## config.mk

```make
export PLATFORM = sky130hd
export DESIGN_NAME = ex_operand_stage_flat
export DESIGN_NICKNAME = d
export VERILOG_FILES = /design/src/rtl/ex_operand_stage_pkg.sv /design/src/rtl/ex_operand_stage_if.sv /design/src/rtl/ex_operand_stage_fwd_mux.sv /design/src/rtl/ex_operand_stage.sv /design/src/flat_wrapper.sv
export SDC_FILE = /design/constraint.sdc
export NUM_CORES = 1
export LEC_CHECK = 0
export CORE_ASPECT_RATIO = 0.9
export CORE_MARGIN = 4
export CORE_UTILIZATION = 38
export DETAILED_ROUTE_END_ITERATION = 10
export HOLD_SLACK_MARGIN = 0.06
export MAX_ROUTING_LAYER = met4
export PLACE_DENSITY_LB_ADDON = 0.2
export SETUP_SLACK_MARGIN = 0.3
export SYNTH_ARGS = -nofsm -noshare
export SYNTH_HDL_FRONTEND = slang
export SYNTH_SLANG_ARGS = --single-unit
export TNS_END_PERCENT = 50
```

## constraint.sdc

```tcl
create_clock -name clk -period 4.81 [get_ports clk]
set_input_delay 0.962 -clock clk [delete_from_list [all_inputs] [get_ports clk]]
set_output_delay 0.962 -clock clk [all_outputs]
set_load 0.005 [all_outputs]
```

## src/rtl/ex_operand_stage_pkg.sv

```systemverilog
`default_nettype none
// ============================================================================
//  Module   : ex_operand_stage_pkg
//  Purpose  : Shared encodings for the ID/EX operand stage and the ALU
//             control decoder (operand selects, ALU control codes).
//  Revision : 1.0  initial release
// ============================================================================
package ex_operand_stage_pkg;

  typedef logic [3:0] aluctr_t;
  typedef logic [1:0] bsel_t;

  // Operand A source
  localparam logic ASEL_RS1 = 1'b0;
  localparam logic ASEL_PC  = 1'b1;

  // Operand B source
  localparam bsel_t BSEL_RS2  = 2'd0;
  localparam bsel_t BSEL_IMM  = 2'd1;
  localparam bsel_t BSEL_FOUR = 2'd2;
  localparam bsel_t BSEL_ZERO = 2'd3;

  // ALU control codes (bit 3 selects the SUB/SRA variant)
  localparam aluctr_t ALU_ADD  = 4'b0000;
  localparam aluctr_t ALU_SLL  = 4'b0001;
  localparam aluctr_t ALU_SLT  = 4'b0010;
  localparam aluctr_t ALU_SLTU = 4'b0011;
  localparam aluctr_t ALU_XOR  = 4'b0100;
  localparam aluctr_t ALU_SRL  = 4'b0101;
  localparam aluctr_t ALU_OR   = 4'b0110;
  localparam aluctr_t ALU_AND  = 4'b0111;
  localparam aluctr_t ALU_SUB  = 4'b1000;
  localparam aluctr_t ALU_SRA  = 4'b1101;

  // A bypass source matches register r; x0 is hard-wired and never bypassed.
  function automatic logic fwd_hit(input logic       regwr,
                                   input logic [4:0] rd,
                                   input logic [4:0] r);
    return regwr && (rd != 5'd0) && (rd == r);
  endfunction

endpackage
`default_nettype wire

```

## src/rtl/ex_operand_stage_if.sv

```systemverilog
`default_nettype none
// ============================================================================
//  Module   : ex_operand_stage_if
//  Purpose  : Decode-side, bypass and EX-side bundle of the ID/EX operand
//             stage. The stage uses the slave view, its environment master.
//  Revision : 1.0  initial release
// ============================================================================
interface ex_operand_stage_if #(
  parameter int XLEN = 32
);
  import ex_operand_stage_pkg::*;

  // Decode side
  logic            id_valid;
  logic            id_ready;
  logic [XLEN-1:0] id_pc;
  logic [XLEN-1:0] id_rs1_data;
  logic [XLEN-1:0] id_rs2_data;
  logic [XLEN-1:0] id_imm;
  logic [4:0]      id_rs1;
  logic [4:0]      id_rs2;
  logic [4:0]      id_rd;
  aluctr_t         id_aluctr;
  logic            id_asel;
  bsel_t           id_bsel;
  logic            id_regwr;
  logic            id_memrd;
  logic            id_memwr;

  // Writeback bypass from MEM and WB
  logic            m_regwr;
  logic [4:0]      m_rd;
  logic [XLEN-1:0] m_data;
  logic            w_regwr;
  logic [4:0]      w_rd;
  logic [XLEN-1:0] w_data;

  logic            flush;

  // EX side
  logic            ex_valid;
  logic            ex_ready;
  logic [XLEN-1:0] ex_da;
  logic [XLEN-1:0] ex_db;
  aluctr_t         ex_aluctr;
  logic [XLEN-1:0] ex_store_data;
  logic [4:0]      ex_rd;
  logic            ex_regwr;
  logic            ex_memrd;
  logic            ex_memwr;
  logic [31:0]     stall_cnt;

  modport slave (
    input  id_valid, id_pc, id_rs1_data, id_rs2_data, id_imm, id_rs1, id_rs2,
           id_rd, id_aluctr, id_asel, id_bsel, id_regwr, id_memrd, id_memwr,
           m_regwr, m_rd, m_data, w_regwr, w_rd, w_data, flush, ex_ready,
    output id_ready, ex_valid, ex_da, ex_db, ex_aluctr, ex_store_data, ex_rd,
           ex_regwr, ex_memrd, ex_memwr, stall_cnt
  );

  modport master (
    output id_valid, id_pc, id_rs1_data, id_rs2_data, id_imm, id_rs1, id_rs2,
           id_rd, id_aluctr, id_asel, id_bsel, id_regwr, id_memrd, id_memwr,
           m_regwr, m_rd, m_data, w_regwr, w_rd, w_data, flush, ex_ready,
    input  id_ready, ex_valid, ex_da, ex_db, ex_aluctr, ex_store_data, ex_rd,
           ex_regwr, ex_memrd, ex_memwr, stall_cnt
  );

endinterface
`default_nettype wire

```

## src/rtl/ex_operand_stage_fwd_mux.sv

```systemverilog
`default_nettype none
// ============================================================================
//  Module   : ex_operand_stage_fwd_mux
//  Purpose  : Per-source-register bypass select: MEM result, else WB result,
//             else register-file data. Pass-through when bypass is disabled.
//  Revision : 1.0  initial release
// ============================================================================
module ex_operand_stage_fwd_mux #(
  parameter int XLEN   = 32,
  parameter bit FWD_EN = 1'b1
) (
  input  logic [4:0]      r,
  input  logic [XLEN-1:0] rf_data,
  input  logic            m_regwr,
  input  logic [4:0]      m_rd,
  input  logic [XLEN-1:0] m_data,
  input  logic            w_regwr,
  input  logic [4:0]      w_rd,
  input  logic [XLEN-1:0] w_data,
  output logic [XLEN-1:0] fwd_data
);
  import ex_operand_stage_pkg::*;

  generate
    if (FWD_EN) begin : g_fwd
      // MEM is younger than WB, so its result wins when both match
      always_comb begin
        fwd_data = rf_data;
        if (fwd_hit(m_regwr, m_rd, r))
          fwd_data = m_data;
        else if (fwd_hit(w_regwr, w_rd, r))
          fwd_data = w_data;
      end
    end else begin : g_nofwd
      logic unused_bypass;
      assign unused_bypass = ^{r, m_regwr, m_rd, m_data, w_regwr, w_rd, w_data};
      assign fwd_data      = rf_data;
    end
  endgenerate

endmodule
`default_nettype wire

```

## src/rtl/ex_operand_stage.sv

```systemverilog
`default_nettype none
// ============================================================================
//  Module   : ex_operand_stage
//  Purpose  : ID/EX register in front of the RV32 ALU. Bypasses and selects
//             operands, stalls on load-use, honours flush and backpressure,
//             and counts hazard-stall cycles.
//  Revision : 1.0  initial release
// ============================================================================
module ex_operand_stage #(
  parameter int XLEN   = 32,
  parameter bit FWD_EN = 1'b1
) (
  input  logic               clk,
  input  logic               rst,
  ex_operand_stage_if.slave  bus
);
  import ex_operand_stage_pkg::*;

  logic [XLEN-1:0] rs1_fwd;
  logic [XLEN-1:0] rs2_fwd;
  logic [XLEN-1:0] da_sel;
  logic [XLEN-1:0] db_sel;
  logic            uses_rs1;
  logic            uses_rs2;
  logic            hazard;
  logic            accept;

  ex_operand_stage_fwd_mux #(.XLEN(XLEN), .FWD_EN(FWD_EN)) u_fwd_rs1 (
    .r(bus.id_rs1), .rf_data(bus.id_rs1_data),
    .m_regwr(bus.m_regwr), .m_rd(bus.m_rd), .m_data(bus.m_data),
    .w_regwr(bus.w_regwr), .w_rd(bus.w_rd), .w_data(bus.w_data),
    .fwd_data(rs1_fwd)
  );

  ex_operand_stage_fwd_mux #(.XLEN(XLEN), .FWD_EN(FWD_EN)) u_fwd_rs2 (
    .r(bus.id_rs2), .rf_data(bus.id_rs2_data),
    .m_regwr(bus.m_regwr), .m_rd(bus.m_rd), .m_data(bus.m_data),
    .w_regwr(bus.w_regwr), .w_rd(bus.w_rd), .w_data(bus.w_data),
    .fwd_data(rs2_fwd)
  );

  // Stores read rs2 even when operand B is the immediate.
  assign uses_rs1 = (bus.id_asel == ASEL_RS1);
  assign uses_rs2 = (bus.id_bsel == BSEL_RS2) || bus.id_memwr;

  // A load still in EX has no data to bypass yet; hold the consumer back.
  assign hazard = bus.ex_valid && bus.ex_memrd && (bus.ex_rd != 5'd0) &&
                  ((uses_rs1 && (bus.id_rs1 == bus.ex_rd)) ||
                   (uses_rs2 && (bus.id_rs2 == bus.ex_rd)));

  assign bus.id_ready = (!bus.ex_valid || bus.ex_ready) && !hazard;
  assign accept       = bus.id_valid && bus.id_ready && !bus.flush;

  assign da_sel = (bus.id_asel == ASEL_PC) ? bus.id_pc : rs1_fwd;

  // Operand B source select
  always_comb begin
    db_sel = rs2_fwd;
    case (bus.id_bsel)
      BSEL_RS2:  db_sel = rs2_fwd;
      BSEL_IMM:  db_sel = bus.id_imm;
      BSEL_FOUR: db_sel = XLEN'(32'd4);
      default:   db_sel = '0;
    endcase
  end

  // Output register: flush kills, accept loads, a drained slot empties
  always_ff @(posedge clk or posedge rst) begin
    if (rst) begin
      bus.ex_valid      <= 1'b0;
      bus.ex_da         <= '0;
      bus.ex_db         <= '0;
      bus.ex_aluctr     <= '0;
      bus.ex_store_data <= '0;
      bus.ex_rd         <= '0;
      bus.ex_regwr      <= 1'b0;
      bus.ex_memrd      <= 1'b0;
      bus.ex_memwr      <= 1'b0;
    end else if (bus.flush) begin
      bus.ex_valid <= 1'b0;
    end else if (accept) begin
      bus.ex_valid      <= 1'b1;
      bus.ex_da         <= da_sel;
      bus.ex_db         <= db_sel;
      bus.ex_aluctr     <= bus.id_aluctr;
      bus.ex_store_data <= rs2_fwd;
      bus.ex_rd         <= bus.id_rd;
      bus.ex_regwr      <= bus.id_regwr;
      bus.ex_memrd      <= bus.id_memrd;
      bus.ex_memwr      <= bus.id_memwr;
    end else if (bus.ex_ready) begin
      bus.ex_valid <= 1'b0;
    end
  end

  // Count cycles where a real instruction is held back by a load-use hazard
  always_ff @(posedge clk or posedge rst) begin
    if (rst)
      bus.stall_cnt <= '0;
    else if (bus.id_valid && hazard && !bus.flush)
      bus.stall_cnt <= bus.stall_cnt + 32'd1;
  end

endmodule
`default_nettype wire

```

## src/flat_wrapper.sv

```systemverilog
// flat-port wrapper written by rule: the top's interface ports become plain ports
module ex_operand_stage_flat import ex_operand_stage_pkg::*;
#(
  parameter int XLEN   = 32,
  parameter bit FWD_EN = 1'b1
)
  (clk, rst, bus_id_valid, bus_id_pc, bus_id_rs1_data, bus_id_rs2_data, bus_id_imm, bus_id_rs1, bus_id_rs2, bus_id_rd, bus_id_aluctr, bus_id_asel, bus_id_bsel, bus_id_regwr, bus_id_memrd, bus_id_memwr, bus_m_regwr, bus_m_rd, bus_m_data, bus_w_regwr, bus_w_rd, bus_w_data, bus_flush, bus_ex_ready, bus_id_ready, bus_ex_valid, bus_ex_da, bus_ex_db, bus_ex_aluctr, bus_ex_store_data, bus_ex_rd, bus_ex_regwr, bus_ex_memrd, bus_ex_memwr, bus_stall_cnt);
  ex_operand_stage_if #(.XLEN(XLEN)) bus_i ();
  input  logic clk;
  input  logic rst;
  input wire logic [$bits(bus_i.id_valid)-1:0] bus_id_valid;
  input wire logic [$bits(bus_i.id_pc)-1:0] bus_id_pc;
  input wire logic [$bits(bus_i.id_rs1_data)-1:0] bus_id_rs1_data;
  input wire logic [$bits(bus_i.id_rs2_data)-1:0] bus_id_rs2_data;
  input wire logic [$bits(bus_i.id_imm)-1:0] bus_id_imm;
  input wire logic [$bits(bus_i.id_rs1)-1:0] bus_id_rs1;
  input wire logic [$bits(bus_i.id_rs2)-1:0] bus_id_rs2;
  input wire logic [$bits(bus_i.id_rd)-1:0] bus_id_rd;
  input wire logic [$bits(bus_i.id_aluctr)-1:0] bus_id_aluctr;
  input wire logic [$bits(bus_i.id_asel)-1:0] bus_id_asel;
  input wire logic [$bits(bus_i.id_bsel)-1:0] bus_id_bsel;
  input wire logic [$bits(bus_i.id_regwr)-1:0] bus_id_regwr;
  input wire logic [$bits(bus_i.id_memrd)-1:0] bus_id_memrd;
  input wire logic [$bits(bus_i.id_memwr)-1:0] bus_id_memwr;
  input wire logic [$bits(bus_i.m_regwr)-1:0] bus_m_regwr;
  input wire logic [$bits(bus_i.m_rd)-1:0] bus_m_rd;
  input wire logic [$bits(bus_i.m_data)-1:0] bus_m_data;
  input wire logic [$bits(bus_i.w_regwr)-1:0] bus_w_regwr;
  input wire logic [$bits(bus_i.w_rd)-1:0] bus_w_rd;
  input wire logic [$bits(bus_i.w_data)-1:0] bus_w_data;
  input wire logic [$bits(bus_i.flush)-1:0] bus_flush;
  input wire logic [$bits(bus_i.ex_ready)-1:0] bus_ex_ready;
  output wire logic [$bits(bus_i.id_ready)-1:0] bus_id_ready;
  output wire logic [$bits(bus_i.ex_valid)-1:0] bus_ex_valid;
  output wire logic [$bits(bus_i.ex_da)-1:0] bus_ex_da;
  output wire logic [$bits(bus_i.ex_db)-1:0] bus_ex_db;
  output wire logic [$bits(bus_i.ex_aluctr)-1:0] bus_ex_aluctr;
  output wire logic [$bits(bus_i.ex_store_data)-1:0] bus_ex_store_data;
  output wire logic [$bits(bus_i.ex_rd)-1:0] bus_ex_rd;
  output wire logic [$bits(bus_i.ex_regwr)-1:0] bus_ex_regwr;
  output wire logic [$bits(bus_i.ex_memrd)-1:0] bus_ex_memrd;
  output wire logic [$bits(bus_i.ex_memwr)-1:0] bus_ex_memwr;
  output wire logic [$bits(bus_i.stall_cnt)-1:0] bus_stall_cnt;
  assign bus_i.id_valid = bus_id_valid;
  assign bus_i.id_pc = bus_id_pc;
  assign bus_i.id_rs1_data = bus_id_rs1_data;
  assign bus_i.id_rs2_data = bus_id_rs2_data;
  assign bus_i.id_imm = bus_id_imm;
  assign bus_i.id_rs1 = bus_id_rs1;
  assign bus_i.id_rs2 = bus_id_rs2;
  assign bus_i.id_rd = bus_id_rd;
  assign bus_i.id_aluctr = bus_id_aluctr;
  assign bus_i.id_asel = bus_id_asel;
  assign bus_i.id_bsel = bus_id_bsel;
  assign bus_i.id_regwr = bus_id_regwr;
  assign bus_i.id_memrd = bus_id_memrd;
  assign bus_i.id_memwr = bus_id_memwr;
  assign bus_i.m_regwr = bus_m_regwr;
  assign bus_i.m_rd = bus_m_rd;
  assign bus_i.m_data = bus_m_data;
  assign bus_i.w_regwr = bus_w_regwr;
  assign bus_i.w_rd = bus_w_rd;
  assign bus_i.w_data = bus_w_data;
  assign bus_i.flush = bus_flush;
  assign bus_i.ex_ready = bus_ex_ready;
  assign bus_id_ready = bus_i.id_ready;
  assign bus_ex_valid = bus_i.ex_valid;
  assign bus_ex_da = bus_i.ex_da;
  assign bus_ex_db = bus_i.ex_db;
  assign bus_ex_aluctr = bus_i.ex_aluctr;
  assign bus_ex_store_data = bus_i.ex_store_data;
  assign bus_ex_rd = bus_i.ex_rd;
  assign bus_ex_regwr = bus_i.ex_regwr;
  assign bus_ex_memrd = bus_i.ex_memrd;
  assign bus_ex_memwr = bus_i.ex_memwr;
  assign bus_stall_cnt = bus_i.stall_cnt;
  ex_operand_stage #(.XLEN(XLEN), .FWD_EN(FWD_EN)) u_core (.clk(clk), .rst(rst), .bus(bus_i));
endmodule
```

After elaboration in Yosys (flattened, before gate mapping) --
Index checks and enable logic that the tools add are counted. W data, S select, Z words.
Cells by class: reduce and logical (&&, ||, !) cells 28, mux-type cells 9, bitwise logic cells 2, add/subtract/negate cells 1, equality and inequality tests 8
Operators with widths (number):
- $mux W32 | 5
- $pmux W32 S3 | 1
- $add A32 B1 Y32 const B | 1
- $eq A5 B5 Y1 | 6
- $logic_and A1 B1 Y1 | 16
- $reduce_bool A5 Y1 | 3
- $logic_not A1 Y1 | 3
- $logic_or A1 B1 Y1 | 3
- $mux W1 | 3
- $reduce_bool A3 Y1 | 1
- $eq A2 B1 Y1 const B | 1
- $eq A2 B2 Y1 const B | 1
- $logic_not A2 Y1 | 1
- $not A1 Y1 | 2
- $reduce_and A2 Y1 | 1
Storage, ports and cells: output and inout bits 142, bits of input ports 234, bits in registers 141, logic and storage cells 58

Longest topological paths before layout --
depth in word-level cells 11, gate-level depth with buffers 9, depth with buffers taken out 6

Cells and area by module --
A second synthesis with hierarchy kept.
Unflattened totals: cells, all modules 851, area, all modules 8964.8 um^2
Modules (own cells, without submodules):
- ex_operand_stage | times used 1, sequential area each 3528.4 um^2, cells an instance 481, area an instance 6630.1 um^2
- ex_operand_stage_fwd_mux | times used 2, sequential area each 0.0 um^2, cells an instance 185, area an instance 1167.4 um^2

Worst setup path before layout --
No wires, ideal clock.
path kind input port to output port, from in bus_id_bsel[0], to out bus_id_ready, data required time 3848 ps, buffers on the path 1, slack 1954 ps, arrival 1894 ps, cell stages on the path 6, path through clkbuf_1 nor2_1 o21ai_0 o32a_4 nor2_1 nor2b_1
On the way: longest elaborated chain between the ends 7
RTL lines:
- start, declared | line flat_wrapper.sv:21 | input wire logic [$bits(bus_i.id_bsel)-1:0] bus_id_bsel;
- $logic_not A2 Y1 | line ex_operand_stage.sv:44 | assign uses_rs2 = (bus.id_bsel == BSEL_RS2) || bus.id_memwr;
- $logic_or A1 B1 Y1 | line ex_operand_stage.sv:44
- $logic_and A1 B1 Y1 | line ex_operand_stage.sv:49 | (uses_rs2 && (bus.id_rs2 == bus.ex_rd)));
- $logic_or A1 B1 Y1 | line ex_operand_stage.sv:48 | ((uses_rs1 && (bus.id_rs1 == bus.ex_rd)) ||
- $logic_and A1 B1 Y1 | line ex_operand_stage.sv:47 | assign hazard = bus.ex_valid && bus.ex_memrd && (bus.ex_rd != 5'd0) &&
- $logic_not A1 Y1 | line ex_operand_stage.sv:51 | assign bus.id_ready = (!bus.ex_valid || bus.ex_ready) && !hazard;
- $logic_and A1 B1 Y1 | line ex_operand_stage.sv:51
- end, declared | line flat_wrapper.sv:33 | output wire logic [$bits(bus_i.id_ready)-1:0] bus_id_ready;
No other way between the ends.

Worst setup path in the final report --
from in bus_id_rs1[1], to out bus_id_ready
On the way: longest elaborated chain between the ends 6
RTL lines:
- start, declared | line flat_wrapper.sv:16 | input wire logic [$bits(bus_i.id_rs1)-1:0] bus_id_rs1;
- $eq A5 B5 Y1 | line ex_operand_stage.sv:48
- $logic_and A1 B1 Y1 | line ex_operand_stage.sv:48
- $logic_or A1 B1 Y1 | line ex_operand_stage.sv:48
- $logic_and A1 B1 Y1 | line ex_operand_stage.sv:47
- $logic_not A1 Y1 | line ex_operand_stage.sv:51
- $logic_and A1 B1 Y1 | line ex_operand_stage.sv:51
No other way between the ends.

==> results.md <==
* First-pass GRT wire length at ~50,000 um
* Cts hold-fix bufs at 0
* Data required time of the critical path at 3.85 ns
* Max Clock Freq at roughly 0.25 GHz
* Syn Nets at 1,091
* Detailed-route vias per instance at 5.55
* Insertion delay of the later-clocked pin in the worst-skew pair at ~0.43 ns
* Rel. slew slack at a little under 30%
* Total Die Area at between 0.02 and 0.025 mm2
* Data arrival time of the critical path at 3.07 ns
* Yosys warns at 0
* Most used DFF post-synth: sky130_fd_sc_hd__dfrtp_1
* Pwr dens at approximately 300 mW/mm2
* Average routed wire per standard cell at roughly 22 um
* Number of distinct standard cells referenced by the synthesized netlist at approximately 50
* Final Routed Wirelength at between 30,000 and 40,000 um
* Number of standard-cell rows in the floorplan at 50
* Port buffer count at 375
* Setup slack after layout at 0.776 ns
* Worst Path Max Fanout at 7
* Width of the die at approximately 160 um
* Worst VDD drop at 0.000215 V
* Total Routing Usage GR at around 28%
* Hold violation total from the final report at 0
* Clock-pin slew on the worst setup and hold paths at 0.07 ns
* CTS tree: yes
* Type of element capturing the critical path: output port
* Cell area after placement at approximately 0.012 mm2
* Most common cell after layout, fill and taps aside: sky130_fd_sc_hd__clkdlybuf4s50_1
* GRT overflow at 0
* Cell Area, Synth at 0.00808 mm2
* Critical Path Source Type: primary input
* Post-route DRC at 0
* Final standard cell count with taps included and fillers excluded at roughly 1,500
* Final instance area at ~0.013 mm2
* Post-route clock skew at about 0.016 ns
* Fraction of layout instances using a drive strength above 1 at 7.97%
* Post-cts gate resize count at 0
* Run status: finished, final reports clean
* Number of H-tree branching levels at 4
* Via count of the first global-routing pass at around 8,500
* Shortest clock period the worst path allows after layout at around 4.0 ns
* Share of synthesized flip-flops with an asynchronous set or reset at between 90% and 100%
* Effective utilization at floorplan at 38.8%
* First-pass DRT Iterations at 5
* Worst Path Class, Setup: in2out
* Inserted Clock Buffers at 17
* Total leakage power at between 5 and 6 nW
* Setup total negative slack at 0 ns
* Sequential area share after synthesis at between 40% and 50%
* Worst setup slack after placement at roughly 0.8 ns
* Largest net degree at the start of global routing at between 100 and 150
* Syn_area_per_cell at roughly 9.4 um2
* Number of top-level pins at 376
* Slew at the pin with the worst max-slew slack at roughly 1.1 ns
* Overall die height at 146 um
* Most frequent cells in the layout: sky130_fd_sc_hd__clkdlybuf4s50_1 (373), sky130_fd_sc_hd__nand2_1 (166), sky130_fd_sc_hd__dfrtp_1 (141), sky130_fd_sc_hd__nor2_1 (63), sky130_fd_sc_hd__xnor2_1 (50)
* Clock Sink Count at ~140
* Antenna-violating nets left at 0
* Number of register bits inferred by synthesis at roughly 140
* Hold WC Path Type: reg2reg
* Clock root buffer: sky130_fd_sc_hd__clkbuf_16
* Setup repair after global routing missed its margin: false
* Max capacitance violation total at 0
* Number of violations reported at the end of detailed-routing iteration 0 at 612
* Initial antenna violation count at 2
* Buffers from clock root to sink, at most at 2
* DR vias at 8,281
* Total count of max-transition violations in the final report at 0
* Final estimated routing congestion in global placement at approximately 0.88
* Post-placement cell count at approximately 1,500
* Count of endpoints failing setup in the final report at 0
* Number of synthesized flops with an enable pin at 0
* Post-Syn Instances at ~860
* Layout Area Growth over Synthesis at 55.9%
* Final clock period utilization by the worst path at 83.9%
* Std-Cell Core Area at about 0.021 mm2
* Core occupancy in the finished layout at 60.4%
* Post-CTS Setup Inserts at 0
* Total Nets Final at 1,426
* Half-perimeter wire length after detailed placement at 23,300 um
through the flow:
stage	hold WS, ns	power [mW]
after floorplan	0.468	1.80
after global placement	0.461	2.45
after detailed placement	0.466	2.45
after CTS	0.481	3.89
after global routing	0.503	4.04
final	0.479	3.86
kinds of logic (layout without fill, tap and decap cells):
kind of cell | count (synthesis) | count (layout) | share of synthesized area (%)
buf+inv | 73 | 421 | 4.80
other cells | 0 | 2 | 0
fa+ha+maj | 1 | 1 | 0.155
compound gates | 233 | 233 | 23.4
simple gates | 329 | 329 | 18.9
xor+xnor | 61 | 61 | 6.61
mux | 18 | 18 | 2.48
flops | 141 | 141 | 43.7
power by group:
group	internal, mW	leakage (nW)	switching [mW]
clock	0.798	0.303	0.629
sequential	1.33	1.77	0.0994
combinational	0.603	3.11	0.401
final cells by class:
type,instances,area (um2)
multi-input combinational,642,4200
antenna,2,5.00
inverter,2,11.3
sequential,141,3530
clock inverter,15,195
tap,286,358
timing repair buffer,387,3870
fill,1802,8240
clock buffer,17,425
per-layer routing:
layer | share of wire [%] | vias up | wire length, um | global-route usage [%]
li1 | - | 3811 | - | -
met1 | 41 | 4016 | 13400 | 35.2
met2 | 47 | 396 | 15400 | 44.0
met3 | 9.5 | 58 | 3120 | 8.19
met4 | 3.3 | 0 | 1080 | 9.77
met5 | 0 | - | 0 | -
worst max-delay path: stages:
cell	delay, ns
sky130_fd_sc_hd__clkdlybuf4s50_1	0.55
sky130_fd_sc_hd__xnor2_1	0.14
sky130_fd_sc_hd__nand4_1	0.14
sky130_fd_sc_hd__o32a_4	0.45
sky130_fd_sc_hd__nor2_1	0.28
sky130_fd_sc_hd__nor2b_1	0.08
sky130_fd_sc_hd__clkdlybuf4s50_1	0.46
cell usage after synthesis, drive strengths merged (11+ instances only):
cell type / instances / area, um2
dfrtp: 141 / 3530
nand2: 166 / 623
nor2: 67 / 254
o21ai: 37 / 185
xor2: 11 / 96.3
a311o: 32 / 320
and3: 39 / 244
clkbuf: 38 / 143
o31ai: 33 / 248
mux2: 16 / 180
buf: 33 / 238
nand3: 13 / 70.1
xnor2: 50 / 438
a21oi: 32 / 160
nand4: 15 / 93.8
o31a: 29 / 254
a2bb2oi: 32 / 293
a221oi: 29 / 317
registers in the layout (all words and copies together) (netlist names):
register / cells
u_core.bus.ex_memwr: 1
u_core.bus.stall_cnt: 32
u_core.bus.ex_memrd: 1
u_core.bus.ex_regwr: 1
u_core.bus.ex_rd: 5
u_core.bus.ex_store_data: 32
u_core.bus.ex_db: 32
u_core.bus.ex_aluctr: 4
u_core.bus.ex_valid: 1
u_core.bus.ex_da: 32
final timing paths:
kind,end,slack (ns),from,depth (start not counted)
worst max-delay path,bus_id_ready,0.78,bus_id_rs1[1],7
worst max register to register,u_core.bus.ex_da[10]$_DFFE_PP0P_,2.11,u_core.bus.ex_rd[3]$_DFFE_PP0P_,5
worst min register to register,u_core.bus.ex_store_data[0]$_DFFE_PP0P_,0.48,u_core.bus.ex_store_data[0]$_DFFE_PP0P_,2
worst min-delay path,u_core.bus.ex_store_data[0]$_DFFE_PP0P_,0.48,u_core.bus.ex_store_data[0]$_DFFE_PP0P_,2
min in group asynchronous,u_core.bus.ex_store_data[6]$_DFFE_PP0P_,1.11,rst,3
max in group asynchronous,u_core.bus.ex_aluctr[1]$_DFFE_PP0P_,3.08,rst,3
(Power assumes the default switching activity.)
